$ cat config.mk
export PLATFORM = sky130hd
export DESIGN_NAME = ring_johnson_counter
export DESIGN_NICKNAME = d
export VERILOG_FILES = /design/src/rtl/ring_ctr_pkg.sv /design/src/rtl/ring_state_check.sv /design/src/rtl/ring_johnson_counter.sv
export SDC_FILE = /design/constraint.sdc
export NUM_CORES = 1
export LEC_CHECK = 0
export ABC_AREA = 1
export CAP_MARGIN = 20
export CORE_AREA = 8 8 45 47
export CTS_CLUSTER_DIAMETER = 60
export DETAILED_ROUTE_END_ITERATION = 10
export DIE_AREA = 0 0 53 55
export MAX_ROUTING_LAYER = met4
export PLACE_DENSITY = 0.71
export SLEW_MARGIN = 30
export SYNTH_ARGS = -nofsm -noshare
export SYNTH_HDL_FRONTEND = slang
export SYNTH_HIERARCHICAL = 1
export SYNTH_SLANG_ARGS = --single-unit
$ cat constraint.sdc
create_clock -name clk -period 1.6 [get_ports clk]
set_clock_uncertainty 0.15 [all_clocks]
set_input_delay 0.32 -clock clk [delete_from_list [all_inputs] [get_ports clk]]
set_output_delay 0.32 -clock clk [all_outputs]
set_load 0.01 [all_outputs]
$ cat src/rtl/ring_ctr_pkg.sv
// ---------------------------------------------------------------------------
// ring_ctr_pkg
//   Shared types and helpers for the ring/Johnson shift-register counter.
//   - rc_mode_e : counter mode (ring = one-hot, Johnson = twisted ring)
//   - rc_dir_e  : shift direction (toward MSB / toward LSB)
//   - seed_val  : seed value for a mode, returned in a RC_MAX_W-bit vector.
//                 Callers cast it down to their own width.
// ---------------------------------------------------------------------------
package ring_ctr_pkg;

   typedef enum logic {RC_RING = 1'b0, RC_JOHNSON = 1'b1} rc_mode_e;
   typedef enum logic {RC_UP   = 1'b0, RC_DOWN    = 1'b1} rc_dir_e;

   // Widest counter the seed helper can describe.
   localparam int RC_MAX_W = 64;

   // Ring seed is one-hot at seed_idx; Johnson seed is all zeros.
   function automatic logic [RC_MAX_W-1:0] seed_val(input rc_mode_e mode,
                                                     input int       width,
                                                     input int       seed_idx);
      logic [RC_MAX_W-1:0] v;
      v = '0;
      if (mode == RC_RING && seed_idx >= 0 && seed_idx < width) begin
         v = {{(RC_MAX_W-1){1'b0}}, 1'b1} << seed_idx;
      end
      return v;
   endfunction

endpackage

$ cat src/rtl/ring_state_check.sv
// ---------------------------------------------------------------------------
// ring_state_check
//   Combinational legality check of a counter pattern for a given mode.
//   Ports:
//     value  in  WIDTH  pattern to check
//     mode   in  1      0 = ring, 1 = Johnson
//     legal  out 1      ring: exactly one bit set
//                       Johnson: 0*1* or 1*0* (at most one adjacent-bit change)
// ---------------------------------------------------------------------------
module ring_state_check
   import ring_ctr_pkg::*;
#(
   parameter int WIDTH = 4
) (
   input  logic [WIDTH-1:0] value,
   input  logic             mode,
   output logic             legal
);

   // One bit per adjacent pair that differs; a Johnson pattern has at most one.
   logic [WIDTH-2:0] edges;

   assign edges = value[WIDTH-1:1] ^ value[WIDTH-2:0];

   always_comb begin
      legal = 1'b0;
      if (rc_mode_e'(mode) == RC_RING) begin
         legal = $onehot(value);
      end else begin
         legal = $onehot0(edges);
      end
   end

endmodule

$ cat src/rtl/ring_johnson_counter.sv
// ---------------------------------------------------------------------------
// ring_johnson_counter
//   WIDTH-bit ring (one-hot) or Johnson (twisted ring) counter, bidirectional,
//   with enable, parallel load and a registered wrap pulse.
//   Optional feature macro: RING_SELF_CORRECT_EN
//     defined   : illegal loads and illegal held states are replaced by the
//                 seed and flagged with a one-cycle 'illegal' pulse.
//     undefined : load_val is loaded verbatim, 'illegal' stays 0.
//   Ports:
//     clk       in   1      rising-edge clock
//     reset     in   1      synchronous, active-high reset
//     en        in   1      advance one step on this edge
//     mode      in   1      0 = ring (period WIDTH), 1 = Johnson (period 2*WIDTH)
//     dir       in   1      0 = shift toward MSB, 1 = shift toward LSB
//     load      in   1      parallel load of load_val
//     load_val  in   WIDTH  value to load
//     q         out  WIDTH  counter state (registered)
//     wrap      out  1      one-cycle pulse: an advance returned q to the seed
//     illegal   out  1      one-cycle pulse: an illegal state was rejected
//   Edge priority: reset > mode change > (illegal q) > load > en > hold.
// ---------------------------------------------------------------------------
module ring_johnson_counter
   import ring_ctr_pkg::*;
#(
   parameter int WIDTH    = 4,
   parameter int SEED_IDX = 0
) (
   input  logic             clk,
   input  logic             reset,
   input  logic             en,
   input  logic             mode,
   input  logic             dir,
   input  logic             load,
   input  logic [WIDTH-1:0] load_val,
   output logic [WIDTH-1:0] q,
   output logic             wrap,
   output logic             illegal
);

   logic [WIDTH-1:0] q_q, q_d;
   logic             wrap_q, wrap_d;
   logic             illegal_q, illegal_d;
   logic             mode_q;

   rc_mode_e         mode_e;
   rc_dir_e          dir_e;
   logic [WIDTH-1:0] seed;
   logic [WIDTH-1:0] adv;

   assign mode_e = rc_mode_e'(mode);
   assign dir_e  = rc_dir_e'(dir);

   // Seed always follows the incoming mode so a mode change reseeds directly.
   assign seed = WIDTH'(seed_val(mode_e, WIDTH, SEED_IDX));

   // One-step advance; Johnson inverts the bit that wraps around.
   always_comb begin
      adv = q_q;
      if (dir_e == RC_UP) begin
         adv = {q_q[WIDTH-2:0], (mode_e == RC_JOHNSON) ? ~q_q[WIDTH-1] : q_q[WIDTH-1]};
      end else begin
         adv = {(mode_e == RC_JOHNSON) ? ~q_q[0] : q_q[0], q_q[WIDTH-1:1]};
      end
   end

`ifdef RING_SELF_CORRECT_EN
   logic load_legal;
   logic q_legal;

   // load_val is judged against the incoming mode; q against the mode it was built in.
   ring_state_check #(.WIDTH(WIDTH)) u_chk_load (
      .value (load_val),
      .mode  (mode),
      .legal (load_legal)
   );

   ring_state_check #(.WIDTH(WIDTH)) u_chk_q (
      .value (q_q),
      .mode  (mode_q),
      .legal (q_legal)
   );
`endif

   always_comb begin
      q_d       = q_q;
      wrap_d    = 1'b0;
      illegal_d = 1'b0;
      if (mode != mode_q) begin
         q_d = seed;
`ifdef RING_SELF_CORRECT_EN
      end else if (!q_legal) begin
         q_d       = seed;
         illegal_d = 1'b1;
      end else if (load) begin
         if (load_legal) begin
            q_d = load_val;
         end else begin
            q_d       = seed;
            illegal_d = 1'b1;
         end
`else
      end else if (load) begin
         q_d = load_val;
`endif
      end else if (en) begin
         q_d    = adv;
         wrap_d = (adv == seed);
      end
   end

   always_ff @(posedge clk) begin
      if (reset) begin
         q_q       <= seed;
         wrap_q    <= 1'b0;
         illegal_q <= 1'b0;
         mode_q    <= mode;
      end else begin
         q_q       <= q_d;
         wrap_q    <= wrap_d;
         illegal_q <= illegal_d;
         mode_q    <= mode;
      end
   end

   assign q       = q_q;
   assign wrap    = wrap_q;
   assign illegal = illegal_q;

endmodule
==> metrics, run 1 <==
# DRC=0; I/O pin total=16; DR vias=436; post-synth top area cell=edfxtp_1; # nets final=93; vias per inst=4.495; Post-Layout Inst Area=606.8 um2; Final Hold Fails=0; Hold Buf Count CTS=0; Clock transition at path regs=50 ps; kind of critical path=flop to primary output; CP Launch Type=flop; Period minus WS final=1537 ps; Worst Path Required=1130 ps; post-synth net total=73; Core ar.=1384 um2; Main synth FF type=edfxtp_1; GR Overflow Total=0; Synth cell types=16; Area contributors post-synth=edfxtp_1 29%, nand2_1 19%, dfxtp_1 9.5%; yosys warns=6; share of cells above drive strength 1=11.11%; I/O Buffers=14; Die H=55 um; endpoint type of the worst setup path=primary output; Pwr per Cell Area=724.8 nW/um2; Routed Wire Length=1.044 mm; CP Cell Sequence=clkdlybuf4s50_1; Clock Sinks=6; RePlAce Congestion=0.7485; crit share post-route=96.06%; Setup Fix Bufs, Post-CTS=0; Post-DRT Antenna Nets=0; pin count of the biggest net entering global routing=11; Post-synth EDFFs=4; Worst path max stage delay=530 ps; chip width=53 um; Worst EP arrival=1070 ps; CTS tree=built; Clock Latency Late Sink=250 ps; Crit. Startpoint=wrap; critical path's slowest cell=clkdlybuf4s50_1; Max Slew Vio Count=0; CP max FO=1; VDD IR max=0.3053 mV; reg-to-reg critical path startpoint=q[3]; CTS resizes=4; final core occ=43.85%; starting density of the core=30.38%; stages on the worst setup path=1; Inserted Clock Buffers=3; vias in the first global route=459; static leakage=0.0003166 uW; placed cell count=94; status=complete, no violations; post-synthesis async set-or-reset flop share=0%; post-synth top area share=28.57%; class of the tightest hold or removal check=input pin to flop; hold path depth=1; H-tree levels=1; Bufs and invs on worst path=1; clk root buf=clkbuf_4; fmax=650.6 MHz; reg2reg path depth=5; Area Growth Syn to Fin=44.35%; Core Rows=14; DIE AREA=2915 um2; hpwl dp=841.6 um; CTS max path bufs=2; initial drt markers=13; Post-Syn Area=420.4 um2; Tot Pwr=439.8 uW; non-filler instance count after layout=97; number of detailed-route iterations in the first pass=4; first-pass GRT wire length=1.794 mm; max_cap viols=0; Placed Instance Area=584.3 um2; wire length per cell=10.76 um; register bit total from synthesis=6; total track usage=8.932%; top-count cell post-synth=nand2_1; sequential cell area fraction in the yosys report=38.10%; Synth Instances=63; unrepaired setup endpoints after global routing=false; hold_ws=176.9 ps; syn_area_per_cell=6.673 um2; final setup fails=0; synth cell count leaders=21 x nand2_1, 8 x inv_1, 6 x nand3_1, 6 x nor2_1, 5 x a21oi_1; Worst Hold Launch=mode; antenna violations before repair=0; Crit path max-delay family=buffers and inverters; diodes inserted=0
## layout make-up
class                           instances  area (um2)
Multi-Input combinational cell         45       203.9
Clock buffer                            3       22.52
Inverter                               10       37.54
Sequential cell                         6       160.2
Fill cell                             146       777.0
Timing Repair Buffer                   17       162.7
Tap cell                               16       20.02
## layout by cell type, fill, tap and decap left out, drive strengths merged, types with 3 or more instances in the layout
| cell type | count |
|---|---|
| buf | 3 |
| clkbuf | 3 |
| nand2 | 22 |
| clkdlybuf4s50 | 8 |
| dlygate4sd2 | 4 |
| inv | 10 |
| a21oi | 5 |
| nand3 | 6 |
| edfxtp | 4 |
| nor2 | 6 |
## state kept, by name (all words and copies together) (netlist names)
name and cells:
mode_q 1, q 4, wrap 1
## report_power, final
| group | internal (uW) | switching (uW) | total (uW) |
|---|---|---|---|
| combinational | 53.6 | 56.4 | 110 |
| sequential | 178 | 8.44 | 186 |
| clock | 85.1 | 58.6 | 144 |
## kinds of logic after synthesis
kind of cell / Yosys count / synth area share (%)
AO/OA/AOI/OAI: 8 / 10.71
buffers and inverters: 12 / 13.39
flip-flops: 6 / 38.10
other: 1 / 0.8920
AND/OR/NAND/NOR: 36 / 36.91
## metrics by stage
stage                     setup TNS, ps  worst slack, ps
after detailed placement          -1030           -185.1
after CTS                             0            48.13
final                                 0            63.03
after global placement           -904.5           -176.0
after floorplan                       0            369.6
after global routing                  0            26.34
## metal layers
metal	vias up	GRT usage, %	wire [um]	share of wire (%)
li1	235	-	-	-
met1	178	9.217	461	44
met2	23	13.09	477	46
met3	0	3.209	104	10
met4	0	8.190	0	0
met5	-	-	0	0
## final timing paths
| check | endpoint | slack, ps |
|---|---|---|
| setup / recovery | wrap | 60 |
| hold reg to reg | wrap | 540 |
| setup reg to reg | q[2] | 360 |
| hold / removal | mode_q | 180 |
(Power assumes the default switching activity.)
==> run 2: changes to the inputs <==
--- a/config.mk
+++ b/config.mk
@@ -12,7 +12,6 @@
 export DETAILED_ROUTE_END_ITERATION = 10
 export DIE_AREA = 0 0 53 55
 export MAX_ROUTING_LAYER = met4
-export PLACE_DENSITY = 0.71
 export SLEW_MARGIN = 30
 export SYNTH_ARGS = -nofsm -noshare
 export SYNTH_HDL_FRONTEND = slang
==> metrics, run 2 (synthesis results as in run 1) <==
Core ar.=1384 um2 (unchanged); endpoint type of the worst setup path=primary output; Bufs and invs on worst path=1 (unchanged); Core Rows=14 (unchanged); Period minus WS final=1536 ps (-1.286 ps); antenna violations before repair=0 (unchanged); Die H=55 um (unchanged); CTS max path bufs=2 (unchanged); vias in the first global route=400 (-13%); CP Cell Sequence=clkdlybuf4s50_1; Area Growth Syn to Fin=46.73%; static leakage=0.0003080 uW (-2.7%); max_cap viols=0 (unchanged); diodes inserted=0 (unchanged); crit share post-route=95.98% (about the same); Worst Path Required=1130 ps (about the same); Setup Fix Bufs, Post-CTS=0 (unchanged); commonest non-fill, non-tap cell in the layout=nand2_1; CTS tree=built; kind of critical path=flop to primary output; Hold Buf Count CTS=0 (unchanged); Final Hold Fails=0 (unchanged); unrepaired setup endpoints after global routing=false; Post-Layout Inst Area=616.8 um2 (+1.6%); wire length per cell=9.960 um (-7.5%); class of the tightest hold or removal check=input pin to flop; # DRC=0 (unchanged); H-tree levels=1 (unchanged); Worst path max stage delay=520 ps (about the same); total track usage=8.197% (-0.73 points); status=complete, no violations; Routed Wire Length=986 um (-5.6%); Largest register FFs=4 (unchanged); Pwr per Cell Area=720.7 nW/um2 (-0.57%); share of cells above drive strength 1=13.25% (+2.1 points); I/O pin total=16 (unchanged); hpwl dp=813.8 um (-3.3%); Clock transition at path regs=50 ps (about the same); I/O Buffers=14 (unchanged); VDD IR max=0.3270 mV (+7.1%); initial drt markers=9 (-4); Post-DRT Antenna Nets=0 (unchanged); CP Launch Type=flop; chip width=53 um (unchanged); Max Slew Vio Count=0 (unchanged); clk root buf=clkbuf_4; final setup fails=0 (unchanged); Clock Sinks=6 (unchanged); RePlAce Congestion=0.7549 (+0.86%); fmax=651.2 MHz (about the same); Crit path max-delay family=buffers and inverters; first-pass GRT wire length=1.690 mm (-5.8%); Worst EP arrival=1070 ps (about the same); # nets final=95 (+2.2%); DIE AREA=2915 um2 (unchanged); critical path's slowest cell=clkdlybuf4s50_1; vias per inst=4.434 (-1.3%); commonest non-fill, non-tap cells in the layout=21 x nand2_1, 10 x clkdlybuf4s50_1, 8 x inv_1; DR vias=439 (+0.69%); CP max FO=1 (unchanged); Placed Instance Area=599.3 um2 (+2.6%); fillers=148 (+1.4%); Clock Latency Late Sink=260 ps (about the same); pin count of the biggest net entering global routing=7 (-4); starting density of the core=30.38% (unchanged); hold_ws=463.0 ps (+286.0 ps); GR Overflow Total=0 (unchanged); Inserted Clock Buffers=3 (unchanged); number of detailed-route iterations in the first pass=4 (unchanged)
run 2: changes by cell type in the layout (fill, tap and decap cells not counted):
cell,delta
dlymetal6s2s_1,-2
buf_4,+2
clkdlybuf4s50_1,+2
run 2: what timing repair did:
action,CTS,global route
endpoints found under the hold margin,0,0
gates resized for setup,4,0
endpoints found under the setup margin,4,0
run 2: path summary, 6_finish.rpt:
| check | slack [ps] | to | cells past startpoint | start |
|---|---|---|---|---|
| setup / recovery | 60 | wrap | 1 | wrap |
| hold / removal | 460 | mode_q | 1 | mode |
| setup reg to reg | 340 | q[2] | 5 | q[3] |
| hold reg to reg | 540 | wrap | 5 | q[1] |
run 2: routing by layer:
metal,up-vias,global-route usage [%],share of wire (%)
li1,238,-,-
met1,182,8.295,45
met2,14,12.50,45
met3,5,1.604,4.9
met4,0,9.052,5.4
met5,-,-,0
run 2: power breakdown:
| part | switching, uW | total [uW] | internal, uW |
|---|---|---|---|
| Clock | 60.5 | 146 | 85.2 |
| Sequential | 7.87 | 186 | 178 |
| Combinational | 55.9 | 113 | 57.3 |
| Total | 124 | 445 | 320 |
run 2: stage by stage:
stage               total power (uW)  worst slack, ps  instances  setup TNS, ps  util (%)
floorplan                      249.0            369.6         63              0         -
global placement               309.4           -131.1         96         -706.9     43.31
detailed placement             308.8           -131.3         96         -860.0     43.31
CTS                            450.1            50.24         99              0     44.57
global route                   479.4            25.31         99              0     44.57
finish                         444.5            64.32         99              0     44.57
run 2: cell type report:
| type | instances | area [um2] | area share [%] |
|---|---|---|---|
| Timing Repair Buffer | 19 | 172.7 | 27.99 |
| Multi-Input combinational cell | 45 | 203.9 | 33.06 |
| Clock buffer | 3 | 22.52 | 3.651 |
| Inverter | 10 | 37.54 | 6.085 |
| Tap cell | 16 | 20.02 | 3.245 |
| Sequential cell | 6 | 160.2 | 25.96 |
